File: config.mk
export PLATFORM = sky130hd
export DESIGN_NAME = reset_sequencer
export DESIGN_NICKNAME = d
export VERILOG_FILES = /design/src/rtl/reset_seq_pkg.sv /design/src/rtl/reset_sequencer.sv
export SDC_FILE = /design/constraint.sdc
export NUM_CORES = 1
export LEC_CHECK = 0
export ABC_AREA = 1
export BUFFER_PORTS_ARGS = -buffer_cell sky130_fd_sc_hd__buf_2
export CORE_MARGIN = 5
export CORE_UTILIZATION = 30
export DETAILED_ROUTE_END_ITERATION = 10
export GPL_ROUTABILITY_DRIVEN = 0
export SLEW_MARGIN = 20
export SYNTH_ARGS = -nofsm -noshare
export SYNTH_HDL_FRONTEND = slang
export SYNTH_SLANG_ARGS = --single-unit
File: constraint.sdc
create_clock -name CLK -period 3 [get_ports CLK]
set_input_delay 0.15 -clock CLK [delete_from_list [all_inputs] [get_ports CLK]]
set_output_delay 0.15 -clock CLK [all_outputs]
set_load 0.005 [all_outputs]
File: src/rtl/reset_seq_pkg.sv
// Shared types and elaboration helpers for the staged reset-release sequencer.
// Holds the FSM state encoding, the counter sizing function and the parameter legality check.
package reset_seq_pkg;

  typedef enum logic [1:0] {
    ST_GAP,
    ST_WAIT_ACK,
    ST_DONE,
    ST_FAIL
  } seq_state_t;

  // One counter serves both the release gap and the ack timeout, so it is sized for the larger.
  function automatic int cnt_width(input int gap_cycles, input int timeout);
    int max_val;
    max_val = (gap_cycles > timeout) ? gap_cycles : timeout;
    return (max_val > 1) ? $clog2(max_val) : 1;
  endfunction

  function automatic bit params_legal(input int nstages, input int gap_cycles, input int timeout);
    return (nstages >= 1) && (nstages <= 16) && (gap_cycles >= 1) && (timeout >= 2);
  endfunction

endpackage

File: src/rtl/reset_sequencer.sv
// Releases NSTAGES downstream reset domains one at a time, each after the previous stage acks
// and a fixed gap elapses; flags timeouts and ack loss, and restarts on a software request.
module reset_sequencer
  import reset_seq_pkg::*;
#(
  parameter int NSTAGES    = 4,
  parameter int GAP_CYCLES = 16,
  parameter int TIMEOUT    = 1024
) (
  input  logic                                      CLK,
  input  logic                                      IN_RST,
  input  logic                                      sw_rst_req,
  input  logic [NSTAGES-1:0]                        stage_ack,
  output logic [NSTAGES-1:0]                        stage_rst,
  output logic                                      seq_done,
  output logic                                      seq_error,
  output logic [((NSTAGES > 1) ? $clog2(NSTAGES) : 1)-1:0] err_stage,
  output logic                                      busy
);

  localparam int IDX_W = (NSTAGES > 1) ? $clog2(NSTAGES) : 1;
  localparam int CNT_W = cnt_width(GAP_CYCLES, TIMEOUT);
  localparam logic [CNT_W-1:0] GAP_LAST     = CNT_W'(GAP_CYCLES - 1);
  localparam logic [CNT_W-1:0] TIMEOUT_LAST = CNT_W'(TIMEOUT - 1);
  localparam logic [IDX_W-1:0] IDX_LAST     = IDX_W'(NSTAGES - 1);

  generate
    if (!params_legal(NSTAGES, GAP_CYCLES, TIMEOUT)) begin : g_bad_params
      $error("reset_sequencer: illegal NSTAGES/GAP_CYCLES/TIMEOUT combination");
    end
  endgenerate

  seq_state_t           state, state_n;
  logic [IDX_W-1:0]     idx, idx_n;
  logic [CNT_W-1:0]     cnt, cnt_n;
  logic [NSTAGES-1:0]   stage_rst_n;
  logic                 seq_done_n, seq_error_n;
  logic [IDX_W-1:0]     err_stage_n;
  logic [IDX_W-1:0]     low_idx;
  logic                 any_low;

  // Lowest-indexed dropped ack, reported when a released domain loses readiness.
  always_comb begin
    low_idx = '0;
    any_low = ~&stage_ack;
    for (int i = NSTAGES - 1; i >= 0; i--) begin
      if (!stage_ack[i]) low_idx = IDX_W'(i);
    end
  end

  always_ff @(posedge CLK or posedge IN_RST) begin
    if (IN_RST) begin
      state     <= ST_GAP;
      idx       <= '0;
      cnt       <= '0;
      stage_rst <= '1;
      seq_done  <= 1'b0;
      seq_error <= 1'b0;
      err_stage <= '0;
    end else begin
      state     <= state_n;
      idx       <= idx_n;
      cnt       <= cnt_n;
      stage_rst <= stage_rst_n;
      seq_done  <= seq_done_n;
      seq_error <= seq_error_n;
      err_stage <= err_stage_n;
    end
  end

  // Software restart outranks every in-flight event; ack outranks timeout on the same edge.
  always_comb begin
    state_n     = state;
    idx_n       = idx;
    cnt_n       = cnt;
    stage_rst_n = stage_rst;
    seq_done_n  = seq_done;
    seq_error_n = seq_error;
    err_stage_n = err_stage;
    if (sw_rst_req) begin
      state_n     = ST_GAP;
      idx_n       = '0;
      cnt_n       = '0;
      stage_rst_n = '1;
      seq_done_n  = 1'b0;
      seq_error_n = 1'b0;
      err_stage_n = '0;
    end else begin
      case (state)
        ST_GAP: begin
          if (cnt == GAP_LAST) begin
            stage_rst_n[idx] = 1'b0;
            cnt_n            = '0;
            state_n          = ST_WAIT_ACK;
          end else begin
            cnt_n = cnt + CNT_W'(1);
          end
        end
        ST_WAIT_ACK: begin
          if (stage_ack[idx]) begin
            if (idx == IDX_LAST) begin
              state_n    = ST_DONE;
              seq_done_n = 1'b1;
            end else begin
              idx_n   = idx + IDX_W'(1);
              cnt_n   = '0;
              state_n = ST_GAP;
            end
          end else if (cnt == TIMEOUT_LAST) begin
            state_n     = ST_FAIL;
            seq_error_n = 1'b1;
            err_stage_n = idx;
            stage_rst_n = '1;
            seq_done_n  = 1'b0;
          end else begin
            cnt_n = cnt + CNT_W'(1);
          end
        end
        ST_DONE: begin
          if (any_low) begin
            state_n     = ST_FAIL;
            seq_error_n = 1'b1;
            err_stage_n = low_idx;
            stage_rst_n = '1;
            seq_done_n  = 1'b0;
          end
        end
        default: begin
          state_n = ST_FAIL;
        end
      endcase
    end
  end

  assign busy = (state == ST_GAP) || (state == ST_WAIT_ACK);

endmodule

==> flow_metrics.py, run 1 <==
metrics = {
    "drt": {
        "dr.pass1.iters": 5,
        "vias_per_cell": 4.63,
        "met3WireLength_um": 112,
        "num_vias": 1513,
        "top_layer": "met4",
        "routedWlPerCell_um": 11.8,
        "drt_iter0_drc": 59,
        "drc_errors": 0,
        "ant_nets": 0,
        "wl_met1_mm": 1.92,
        "wirelength_mm": 3.86,
        "wl_met2_mm": 1.74,
    },
    "timing": {
        "relSlewSlack_pct": 42.4,
        "tns_ns": 0,
        "min_period_over_period_pct": 64.7,
        "fmax_mhz": 515,
        "hold_violations": 0,
        "tightest_slew_ns": 0.863,
        "maxSlewViolCount": 0,
        "rsz0062_at_grt": "no",
        "finalSetupViolations": 0,
        "fin_crit_ns": 1.94,
        "clock_skew_ns": 0.0113,
    },
    "cts": {
        "cts_root_buf": "clkbuf_8",
        "cts_buffers": 3,
        "clkTransAtPathRegs_ns": 0.09,
        "htreeDepth": 1,
        "clk_path_buf_depth": 2,
        "clock_sinks": 22,
        "clk_latency_ns": 0.27,
        "post_cts_resized": 0,
        "hold_buffers": 0,
        "cts_tree": "done",
        "postCtsSetupRepairBufs": 0,
    },
    "place": {
        "dpl.hpwl_mm": 2.91,
        "io_buffers": 15,
        "dp.cells": 323,
    },
    "logic_synthesis": {
        "syn_inst": 240,
        "synth_mux_area_share_pct": 0,
        "synth_ff_type": "dfrtp_1",
        "synth.area.top_cells": "dfrtp_1 (26%), nand2_1 (16%), nand3_1 (6.7%)",
        "synth_compound_area_share_pct": 11.0,
        "ys_async_sr_fraction_pct": 100,
        "synthAdderAreaFrac_pct": 5.87,
        "ys_seq_area_share_pct": 32.6,
        "yosysMostFrequentCell": "nand2_1",
        "synth-simple-area-share_pct": 40.4,
        "synth_seq_cells": 22,
        "syn_avg_cell_area_um2": 7.11,
        "synth_edf_count": 0,
        "synth_top_family_by_area": "simple AND/OR/NAND/NOR gates",
        "ys_top_cells_by_count": "nand2_1 (73), inv_1 (27), nand3_1 (23)",
        "syn_area_mm2": 0.00171,
        "syn_nets": 255,
        "yosys.area.top_type_share_pct": 26.4,
        "synthXorXnorAreaFrac_pct": 2.05,
        "yosysTopAreaCell": "dfrtp_1",
        "yosys_warnings": 0,
        "ys_types": 28,
    },
    "global_route": {
        "grt_max_degree": 23,
        "overflow": 0,
        "grt_usage_pct": 11.3,
        "antenna_found_initial": 0,
        "grt_pass1_vias": 1440,
        "grt_pass1_wl_mm": 6.78,
    },
    "pwr": {
        "leakage_nw": 1.04,
        "ir_drop_uv": 399,
        "power_density_mw_per_mm2": 819,
    },
    "final_layout": {
        "fill_cells": 602,
        "drive_gt1_share_pct": 19.6,
        "synthToLayoutAreaGrowth_pct": 12.3,
        "final_util_pct": 34.8,
        "final_nets": 271,
        "antennaDiodeCount": 0,
        "final_cells": 327,
    },
    "hold_path": {
        "hp-class": "input pin to asynchronous set/reset pin",
    },
    "floorplan": {
        "num_rows": 27,
        "die_y_um": 85.4,
        "start_util_pct": 31.0,
        "die_area_mm2": 0.00729,
        "pin_count": 16,
        "die_w_um": 85.4,
        "core-area_mm2": 0.00551,
    },
    "setup_path": {
        "endpoint_kind": "register",
        "rrSetupSlack_ns": 1.06,
        "cp-start-kind": "register",
        "rr_startpoint": "state[1]",
        "crit_type": "register to register",
        "reg2reg_depth": 8,
        "arrival_ns": 2.14,
        "reg2reg_to": "cnt[3]",
        "required_ns": 3.20,
        "path_max_fanout": 14,
    },
    "outcome": {
        "status": "finished, final reports clean",
    },
    "run": {
        "drv_cap": 0,
    },
}
-- logic make-up after synthesis --
group	after synthesis
simple gates	138
compound gates	34
buf+inv	34
flops	22
fa+ha+maj	8
xor+xnor	4
-- through the flow --
step | setup slack, ns | area (µm²) | hold WS (ns) | total power [mW]
3_3_place_gp | 1.17 | 1840 | 0.384 | 1.28
2_1_floorplan | 1.49 | 1710 | 0.136 | 1.08
3_5_place_dp | 1.10 | 1840 | 0.404 | 1.29
6_report | 1.06 | 1920 | 0.0373 | 1.57
4_1_cts | 1.08 | 1920 | 0.0919 | 1.59
5_1_grt | 0.877 | 1920 | 0.113 | 1.72
-- routing by layer --
layer / GRT usage [%] / vias to the layer above
met1: 15.1 / 674
met2: 18.6 / 29
met4: 3.74 / 0
li1: - / 801
met3: 1.46 / 9
met5: 0 / -
-- registers in the layout (all words and copies together), names as in the netlist --
register,count
err_stage,2
cnt,10
idx,2
seq_error,1
stage_rst,4
state,2
seq_done,1
-- power by group --
group / internal [mW] / switching, mW / total, mW
combinational: 0.263 / 0.531 / 0.794
clock: 0.179 / 0.107 / 0.285
sequential: 0.410 / 0.0792 / 0.489
total: 0.851 / 0.717 / 1.57
-- how the worst max path moves through the flow --
stage | startpoint | end | slack, ns | cells after the start
floorplan | cnt[0] | cnt[2] | 1.49 | 9
global placement | state[1] | cnt[4] | 1.17 | 8
detailed placement | state[1] | cnt[1] | 1.10 | 8
CTS | state[1] | cnt[3] | 1.08 | 8
global route | state[1] | cnt[0] | 0.88 | 8
finish | state[1] | cnt[3] | 1.06 | 8
-- layout make-up --
type	count	area, µm²	area share, %
clock inverters	1	30.0	1.57
flip-flops and latches	22	556	29.0
well taps	72	90.1	4.70
multi-input cells	184	1010	52.8
clock buffers	3	41.3	2.16
repair buffers	15	75.1	3.92
inverters	30	113	5.88
-- cell usage in the layout, fill, tap and decap left out, types with 4 or more instances in the layout --
| master | count |
|---|---|
| nand3_2 | 9 |
| o21ai_0 | 18 |
| dfstp_2 | 4 |
| nand2_2 | 6 |
| ha_1 | 8 |
| dfrtp_1 | 18 |
| o21ai_1 | 4 |
| nand2_1 | 73 |
| nor2_1 | 16 |
| nand3_1 | 23 |
| inv_1 | 27 |
| a21oi_1 | 5 |
| buf_2 | 15 |
-- worst max-delay path, cell delays in order (launching register included) --
cell and delay, ns:
dfrtp_1 0.40, inv_1 0.09, ha_1 0.52, nor2_1 0.12, nand2_1 0.10, nand2_2 0.12
nor2_4 0.34, nand2_1 0.12, o21ai_2 0.06
Note: power is estimated with default switching activity, not from simulation.
==> run 2, diff against run 1 <==
- clock period: 3 -> 2 ns (I/O delays scaled with it)
==> run 2 against run 1 <==
- sequential share of layout area is 0.13 points lower
- clock-buffer cell count rose by 1
- non-clock buffer count up 3
- critical path depth did not move
- wire length up 3.5%
- register-to-register slack worse by 0.78 ns
- core utilization is 0.16 points higher
- sequential cell count is the same
- critical endpoint is now cnt[0]
- largest cell class unchanged
==> flow_metrics.py, run 2 (same netlist as run 1, synthesis figures left out) <==
metrics = {
    "outcome": {
        "status": "finished, final reports clean",
    },
    "setup_path": {
        "crit_type": "register to register",
        "reg2reg_to": "cnt[0]",
        "rr_startpoint": "state[1]",
        "arrival_ns": 1.88,
        "path_max_fanout": 12,
        "crit_chain": "inv_1 -> ha_1 -> buf_4 -> nand4_4 -> nor2_8 -> nor2_4 -> nand2_1 -> o21ai_2",
        "cp-start-kind": "register",
        "critPathSlowestCell": "dfrtp_1",
        "required_ns": 2.15,
        "reg2reg_depth": 8,
        "rrSetupSlack_ns": 0.28,
        "path_buf_inv": 2,
        "cpLargestDelayFamily": "simple AND/OR/NAND/NOR gates",
        "endpoint_kind": "register",
        "cp_slowest_stage_delay_ns": 0.40,
    },
    "drt": {
        "routedWlPerCell_um": 12.1,
        "drt_iter0_drc": 49,
        "vias_per_cell": 4.67,
        "num_vias": 1541,
        "wirelength_mm": 3.99,
        "drc_errors": 0,
        "ant_nets": 0,
        "dr.pass1.iters": 4,
    },
    "run": {
        "drv_cap": 0,
    },
    "global_route": {
        "antenna_found_initial": 0,
        "overflow": 0,
        "grt_pass1_vias": 1503,
        "grt_usage_pct": 11.5,
        "grt_max_degree": 23,
        "grt_pass1_wl_mm": 7.04,
    },
    "hold_path": {
        "holdPathEnd": "cnt[6]",
        "whs_path_depth": 4,
        "min_from": "sw_rst_req",
        "hp-class": "input pin to register",
    },
    "cts": {
        "clkTransAtPathRegs_ns": 0.09,
        "cts_root_buf": "clkbuf_8",
        "htreeDepth": 1,
        "clk_path_buf_depth": 2,
        "cts_buffers": 3,
        "clock_sinks": 22,
        "clk_latency_ns": 0.27,
        "cts_tree": "done",
    },
    "timing": {
        "maxSlewViolCount": 0,
        "rsz0062_at_grt": "no",
        "fin_crit_ns": 1.72,
        "relSlewSlack_pct": 69.5,
        "tightest_slew_ns": 0.456,
        "finalSetupViolations": 0,
        "min_period_over_period_pct": 86.1,
        "holdWs_ns": 0.161,
        "hold_violations": 0,
        "fmax_mhz": 581,
        "clock_skew_ns": 0.00233,
        "tns_ns": 0,
    },
    "final_layout": {
        "multi_input_area_mm2": 0.00101,
        "synthToLayoutAreaGrowth_pct": 12.8,
        "final_common_cell": "nand2_1",
        "final_nets": 274,
        "largestRegisters": "cnt (10), stage_rst (4)",
        "antennaDiodeCount": 0,
        "largest_register_ffs": 10,
        "fill_cells": 604,
        "largest_register": "cnt",
        "seqCellArea_um2": 556,
        "mostFrequentLayoutCells": "nand2_1 (73), inv_1 (27), nand3_1 (23)",
        "drive_gt1_share_pct": 20.2,
    },
    "floorplan": {
        "die_y_um": 85.4,
        "die_w_um": 85.4,
        "num_rows": 27,
        "start_util_pct": 31.0,
        "die_area_mm2": 0.00729,
        "core-area_mm2": 0.00551,
        "pin_count": 16,
    },
    "place": {
        "dpl.hpwl_mm": 3.08,
        "io_buffers": 15,
    },
    "pwr": {
        "power_density_mw_per_mm2": 1190,
        "ir_drop_uv": 609,
        "leakage_nw": 1.05,
    },
}
## run 2: stage by stage
step / util, % / power (mW) / cell area, µm² / instances / setup slack [ns]
6_report: 34.9 / 2.29 / 1920 / 330 / 0.279
2_1_floorplan: - / 1.62 / 1710 / 240 / 0.495
4_1_cts: 34.9 / 2.31 / 1920 / 330 / 0.251
3_3_place_gp: 33.8 / 1.96 / 1860 / 325 / 0.288
5_1_grt: 34.9 / 2.51 / 1920 / 330 / 0.114
3_5_place_dp: 33.8 / 1.97 / 1860 / 325 / 0.255
## run 2: worst reg2reg max path: stages, from the launching register on
cell	delay, ns
dfrtp_1	0.40
inv_1	0.08
ha_1	0.31
buf_4	0.23
nand4_4	0.13
nor2_8	0.17
nor2_4	0.11
nand2_1	0.11
o21ai_2	0.06
## run 2: what timing repair did
item / in CTS / in global routing
buffers inserted: 0 / 0
hold buffers: 1 / 0
hold endpoints to repair: 18 / 0
gates resized for setup: 0 / 0
## run 2: how the worst max path moves through the flow
stage | startpoint | endpoint | cells after the start
2_1_floorplan | cnt[0] | cnt[2] | 9
3_3_place_gp | state[1] | cnt[0] | 8
3_5_place_dp | state[1] | cnt[0] | 8
4_1_cts | state[1] | cnt[0] | 8
5_1_grt | state[1] | cnt[2] | 8
6_report | state[1] | cnt[0] | 8
## run 2: area by class of cell
type                       count  area share, %
multi-input combinational    184           52.5
sequential                    22           28.9
inverter                      30           5.85
timing repair buffer          18           5.20
tap                           72           4.68
clock buffer                   4           2.86
## run 2: power breakdown
group	switching, mW	leakage (nW)	internal (mW)
registers	0.124	0.283	0.616
clock network	0.164	0.0288	0.176
logic	0.800	0.740	0.409
## run 2: routing by layer
| metal | up-vias | track usage [%] | part of all wire (%) |
|---|---|---|---|
| li1 | 807 | - | - |
| met1 | 709 | 15.6 | 48 |
| met2 | 18 | 19.8 | 49 |
| met3 | 7 | 1.46 | 1.6 |
| met4 | 0 | 2.01 | 1.5 |
| met5 | - | 0 | 0 |
